<file path="config.mk">
export PLATFORM = sky130hd
export DESIGN_NAME = mem_stage
export DESIGN_NICKNAME = d
export VERILOG_FILES = /design/src/rtl/pipe_pkg.sv /design/src/rtl/mem_dmem.sv /design/src/rtl/mem_stage.sv
export SDC_FILE = /design/constraint.sdc
export NUM_CORES = 2
export LEC_CHECK = 0
export ABC_AREA = 1
export CORE_MARGIN = 10
export CORE_UTILIZATION = 30
export CTS_CLUSTER_SIZE = 30
export DETAILED_ROUTE_END_ITERATION = 6
export HOLD_SLACK_MARGIN = 0.06
export PLACE_DENSITY = 0.49
export SKIP_CTS_REPAIR_TIMING = 1
export SYNTH_ARGS = -nofsm -noshare
export SYNTH_HDL_FRONTEND = slang
export SYNTH_HIERARCHICAL = 1
export SYNTH_SLANG_ARGS = --single-unit
</file>
<file path="constraint.sdc">
create_clock -name clk -period 12.2 [get_ports clk]
set_input_delay 1.22 -clock clk [delete_from_list [all_inputs] [get_ports clk]]
set_output_delay 1.22 -clock clk [all_outputs]
set_load 0.005 [all_outputs]
</file>
<file path="src/rtl/pipe_pkg.sv">
// Types and encodings shared by the memory and write-back stages of the RV32I pipeline.
package pipe_pkg;

  localparam logic [1:0] RESULT_ALU = 2'b00;
  localparam logic [1:0] RESULT_MEM = 2'b01;
  localparam logic [1:0] RESULT_PC4 = 2'b10;

  typedef struct packed {
    logic        reg_write;
    logic        mem_write;
    logic [1:0]  result_src;
    logic [31:0] alu_result;
    logic [31:0] write_data;
    logic [31:0] pc_plus4;
    logic [4:0]  rd;
  } exmem_t;

  typedef struct packed {
    logic        reg_write;
    logic [1:0]  result_src;
    logic [31:0] alu_result;
    logic [31:0] read_data;
    logic [31:0] pc_plus4;
    logic [4:0]  rd;
  } memwb_t;

endpackage

</file>
<file path="src/rtl/mem_dmem.sv">
// Word-addressed data memory: one combinational read port, one synchronous write port.
module mem_dmem #(
  parameter int DEPTH = 64,
  parameter int AW    = $clog2(DEPTH)
) (
  input  logic          clk,
  input  logic [AW-1:0] idx,
  input  logic          in_range,
  input  logic          we,
  input  logic [31:0]   wdata,
  output logic [31:0]   rdata
);

  logic [31:0] mem [DEPTH];

  // NOTE: the array has no reset on purpose; clearing it would need a per-word
  // reset network and contents are defined to survive rst.
  always_ff @(posedge clk) begin
    if (we && in_range) mem[idx] <= wdata;
  end

  assign rdata = in_range ? mem[idx] : 32'h0;

endmodule

</file>
<file path="src/rtl/mem_stage.sv">
// Memory stage: EX/MEM register, data memory, MEM/WB register and write-back mux.
module mem_stage
  import pipe_pkg::*;
#(
  parameter int DEPTH = 64,
  parameter int AW    = $clog2(DEPTH)
) (
  input  logic        clk,
  input  logic        rst,
  input  logic        FlushM,
  input  logic        RegWriteE,
  input  logic        MemWriteE,
  input  logic [1:0]  ResultSrcE,
  input  logic [31:0] ALUResultE,
  input  logic [31:0] WriteDataE,
  input  logic [31:0] PCPlus4E,
  input  logic [4:0]  RdE,
  output logic [31:0] ALUResultM,
  output logic [4:0]  RdM,
  output logic        RegWriteM,
  output logic [31:0] ResultW,
  output logic [4:0]  RdW,
  output logic        RegWriteW,
  output logic        MisalignM
);

  exmem_t      exmem;
  memwb_t      memwb;
  logic [31:0] read_data;
  logic        in_range;

  // NOTE: pipeline state uses non-blocking assignments so every register
  // samples pre-edge values regardless of block ordering.
  always_ff @(posedge clk) begin
    if (rst || FlushM) begin
      exmem <= '0;
    end else begin
      exmem.reg_write  <= RegWriteE;
      exmem.mem_write  <= MemWriteE;
      exmem.result_src <= ResultSrcE;
      exmem.alu_result <= ALUResultE;
      exmem.write_data <= WriteDataE;
      exmem.pc_plus4   <= PCPlus4E;
      exmem.rd         <= RdE;
    end
  end

  assign in_range = (exmem.alu_result[31:AW+2] == '0);

  // The write uses the EX/MEM copy of mem_write, so a store in M completes
  // even on the edge where rst loads a bubble.
  mem_dmem #(.DEPTH(DEPTH), .AW(AW)) u_dmem (
    .clk      (clk),
    .idx      (exmem.alu_result[AW+1:2]),
    .in_range (in_range),
    .we       (exmem.mem_write),
    .wdata    (exmem.write_data),
    .rdata    (read_data)
  );

  always_ff @(posedge clk) begin
    if (rst) begin
      memwb <= '0;
    end else begin
      memwb.reg_write  <= exmem.reg_write;
      memwb.result_src <= exmem.result_src;
      memwb.alu_result <= exmem.alu_result;
      memwb.read_data  <= read_data;
      memwb.pc_plus4   <= exmem.pc_plus4;
      memwb.rd         <= exmem.rd;
    end
  end

  // NOTE: default assignment first so no path through the case infers a latch.
  always_comb begin
    ResultW = memwb.alu_result;
    case (memwb.result_src)
      RESULT_MEM: ResultW = memwb.read_data;
      RESULT_PC4: ResultW = memwb.pc_plus4;
      default:    ResultW = memwb.alu_result;
    endcase
  end

  assign ALUResultM = exmem.alu_result;
  assign RdM        = exmem.rd;
  assign RegWriteM  = exmem.reg_write;
  assign RdW        = memwb.rd;
  assign RegWriteW  = memwb.reg_write;
  assign MisalignM  = ((exmem.result_src == RESULT_MEM) || exmem.mem_write)
                      && (exmem.alu_result[1:0] != 2'b00);

endmodule
</file>
* Word level (Yosys, flattened, before mapping)
Memory sizes are Yosys's and may differ from the RTL's. A register that Yosys moved wholly into a read port is not among the register bits.
Cells that the tools add are included.
** Word-level totals
- Register bits :: 177
- RAM bits :: 2048
- Input bits :: 108
- Output and inout port bits :: 77
- Memories :: 1
** Memories
- u_dmem.mem :: words 64, width 32, rd ports 1, clocked after memory_dff 1, wr ports 1, line mem_dmem.sv:14 : logic [31:0] mem [DEPTH];
** Operators by class
- Eq/ne operators :: 3
- Mux-type cells :: 3
- Bitwise logic cells :: 1
- Reduce and logical (&&, ||, !) cells :: 7
** Operators with widths (count)
- $pmux W32 S2 :: 1
- $logic_not A24 Y1 :: 1
- $eq A2 B1 Y1 const B :: 2
- $eq A2 B2 Y1 const B :: 1
- $logic_and A1 B1 Y1 :: 2
- $logic_or A1 B1 Y1 :: 2
- $mux W1 :: 2
- $reduce_bool A2 Y1 :: 1
- $reduce_or A2 Y1 :: 1
- $not A1 Y1 :: 1

* Depth between registers and ports, before layout
- Depth after elaboration :: 4
- Depth in mapped cells :: 17
- Depth with buffers taken out :: 13

* Hierarchy
Netlist, hierarchy kept.
** Modules (own cells, without submodules)
- mem_dmem :: times used 1, cells an instance 8407, area an instance 86016.2 um2, sequential area each 61499.0 um2
- mem_stage :: times used 1, cells an instance 863, area an instance 7382.1 um2, sequential area each 4184.0 um2

* Least setup slack after synthesis
OpenSTA, ideal clock, no wires.
- Path kind :: register to register
- Start point :: register exmem, in the netlist ALUResultM[5]
- End point :: memory u_dmem.mem[41][0] (enable)
- Library setup time :: 502 ps
- Arrival time :: 4203 ps
- Setup slack :: 7495 ps
- Cell stages (with the launch flop) :: 6
- Cell sequence :: dfxtp_1 > inv_2 > nor3_2 > buf_2 > inv_2 > nor4_1
** RTL lines
- start, declared :: line mem_stage.sv:27 : exmem_t exmem;
- end, declared :: line mem_dmem.sv:14
Straight into the memory's write port.

* Final worst setup path
- Start point :: register exmem, in the netlist ALUResultM[3]
- End point :: output ALUResultM[3]
** RTL lines
- end, declared :: line mem_stage.sv:18 : output logic [31:0] ALUResultM,
No word-level cell between the ends.

==> flow_metrics.py <==
metrics = {
    "synthesis": {
        "ys_warn_count": 6,
        "syn_area_um2": 93400,
        "ys_seq_area_share_pct": 70.3,
        "synth_edf_count": 2048,
        "post_synth_num_cell_types": 27,
        "synth_ff_type": "edfxtp_1",
        "avgSynthCellArea_um2": 10.1,
        "ys_async_sr_fraction_pct": 0,
        "yosys_register_bits": 2257,
        "ys_top_cells_by_area": "edfxtp_1 66%, nand2_1 23%, dfxtp_1 4.5%",
        "syn-num-nets": 9380,
        "synth_top_area_cell": "edfxtp_1",
        "syn-instance-count": 9270,
        "synth_top_area_share_pct": 65.8,
    },
    "placed_design": {
        "portBuffers": 184,
        "dp_slack_ns": 7.38,
        "post-dp-hpwl_um": 160000,
        "placedCellCount": 13200,
        "place_congestion": 0.809,
        "dpl_cell_area_um2": 99700,
    },
    "timing": {
        "worstMarginPinSlew_ns": 1.42,
        "fin_skew_ns": 0.0389,
        "hold_viol": 0,
        "slew_headroom_pct": 5.58,
        "grt_setup_unrepaired": "no",
        "layout_min_cycle_time_ns": 5.74,
        "setup_ws_ns": 6.46,
        "drv_slew": 0,
        "fin_crit_sh_pct": 47.1,
        "max_freq_mhz": 174,
        "tns_ns": 0,
        "setup_violations": 0,
    },
    "clocking": {
        "tritoncts": "done",
        "numClockSinks": 2257,
        "clk_latency_ns": 0.92,
        "cts_root_buf": "clkbuf_16",
        "cts-htree-levels": 4,
        "path_clk_slew_ns": 0.06,
        "numCtsBuffers": 240,
        "clockBufferDepth": 3,
    },
    "outcome": {
        "status": "complete, no violations",
    },
    "finish": {
        "final_cell_count_no_fill": 13700,
        "num-nets-final": 9472,
        "area_delta_synth_final_pct": 15.3,
        "drive_gt1_share_pct": 7.19,
        "fin_area_um2": 108000,
    },
    "critical_path": {
        "cp_num_cells": 4,
        "crit_arrival_ns": 4.52,
        "cp_slowest_cell": "buf_4",
        "max_stage_delay_ns": 0.75,
        "cp_common_cell": "buf_4",
        "crit_family": "buffers and inverters",
        "ff2ff_path_depth": 16,
        "endpoint_kind": "primary output",
        "crit_chain": "buf_12 -> buf_4 -> buf_4 -> clkdlybuf4s50_1",
        "crit_path_max_fanout": 139,
        "critPathBufInv": 4,
        "criticalPathCategory": "reg2out",
        "cp-start-kind": "flop",
        "crit_required_ns": 10.98,
    },
    "global_route": {
        "grt_pass1_wl_um": 432000,
        "grt_pass1_vias": 60800,
        "grt_use_total_pct": 17.4,
        "antenna_found_initial": 17,
        "grt_max_degree": 184,
        "gr-total-overflow": 0,
    },
    "floorplanning": {
        "io_pins": 185,
        "dieArea_um2": 334000,
        "die_w_um": 578,
        "design.core.area_um2": 309000,
        "initial_utilization_pct": 30.2,
        "fp-row-count": 204,
        "die_h_um": 578,
    },
    "drt": {
        "drtIter0Drc": 6024,
        "ant_nets": 0,
        "drt_wl_total_um": 301000,
        "viasPerCell": 4.62,
        "dr_total_vias": 63400,
        "routedWlPerCell_um": 21.9,
        "drc_errors": 0,
        "firstDrtPassIters": 6,
    },
    "pwr": {
        "worst_ir_drop_vdd_mv": 0.151,
        "power.leakage_nw": 41.0,
        "power_density_nw_per_um2": 155,
    },
    "worst_hold_path": {
        "hold_class": "reg2reg",
        "min_path_cells": 2,
    },
    "run": {
        "drv_cap": 0,
    },
}
==> per-stage QoR <==
step	power (W)	utilization, %	hold slack (ns)
5_1_grt	0.0173	34.8	0.418
4_1_cts	0.0169	34.8	0.404
3_3_place_gp	0.00955	32.2	0.388
3_5_place_dp	0.00955	32.2	0.395
6_report	0.0167	34.8	0.402
2_1_floorplan	0.00916	-	0.388
==> cells by family after synthesis <==
| kind of cell | count (synthesis) | synth area share (%) |
|---|---|---|
| AND/OR/NAND/NOR | 6153 | 25.2 |
| flip-flops | 2257 | 70.3 |
| buffers and inverters | 744 | 3.80 |
| AO/OA/AOI/OAI | 114 | 0.634 |
| adder cells (fa/ha/maj) | 2 | 0.0268 |
==> power by group <==
part | total (W) | switching, W | internal (W) | leakage, nW
Clock | 0.00735 | 0.00314 | 0.00421 | 3.85
Sequential | 0.00844 | 0.0000228 | 0.00842 | 16.7
Combinational | 0.000941 | 0.000686 | 0.000255 | 20.4
Total | 0.0167 | 0.00385 | 0.0129 | 41.0
==> layout by cell type, fill, tap and decap left out, types with 7 or more instances in the layout <==
cell type	count
edfxtp_1	2048
dfxtp_1	174
clkinv_1	51
nand2_1	5734
clkinv_2	51
o21ai_0	7
clkdlybuf4s50_1	183
dfxtp_2	32
clkbuf_8	7
inv_1	236
o211ai_1	7
nand3_1	11
bufinv_16	25
diode_2	7
clkbuf_16	242
a21oi_1	97
buf_4	159
nor2_4	112
clkbuf_1	52
nor3_4	7
nor2_1	282
clkinvlp_4	10
buf_12	10
==> area by class of cell <==
cell class	count	area, µm²
fill	31000	202000
sequential	2257	65700
multi-input combinational	6269	24700
clock buffer	301	6350
tap	4120	5150
timing repair buffer	352	3230
clock inverter	152	1550
inverter	242	931
antenna	7	17.5
==> state kept, by name (all words and copies together), names as in the netlist <==
name / count
u_dmem/mem: 2048
exmem: 67
RdM: 5
RdW: 5
ALUResultM: 32
RegWriteM: 1
memwb: 98
RegWriteW: 1
==> metal layers <==
layer	vias up	global-route usage (%)	share of wire (%)
met5	-	0	0.0030
met4	2	4.73	2.6
met3	373	2.85	7.0
met2	2172	28.2	46
met1	31000	24.2	44
li1	29800	-	-
==> tightest hold or removal path: cells and delay by family (launching register included) <==
kind	cells	cell delay (ns)
DFF	1	0.29
buffers and inverters	1	0.04
and+or+nand+nor	1	0.03
==> synth_stat cells (all sizes together), types with 3 or more instances <==
cell type,n
o21ai,9
clkbuf,148
inv,242
edfxtp,2048
or2,3
a21oi,98
nor3,8
o211ai,7
dfxtp,209
nor2,394
buf,354
nand3,11
nand2,5734
==> path summary, 6_finish.rpt <==
kind / endpoint / from / slack, ns
worst min register to register: memwb[32] / exmem[32] / 0.40
worst max register to register: memwb[66] / ALUResultM[2] / 7.29
worst min-delay path: memwb[32] / exmem[32] / 0.40
worst max-delay path: ALUResultM[3] / ALUResultM[3] / 6.46
Power figures use the tool's default switching activity.
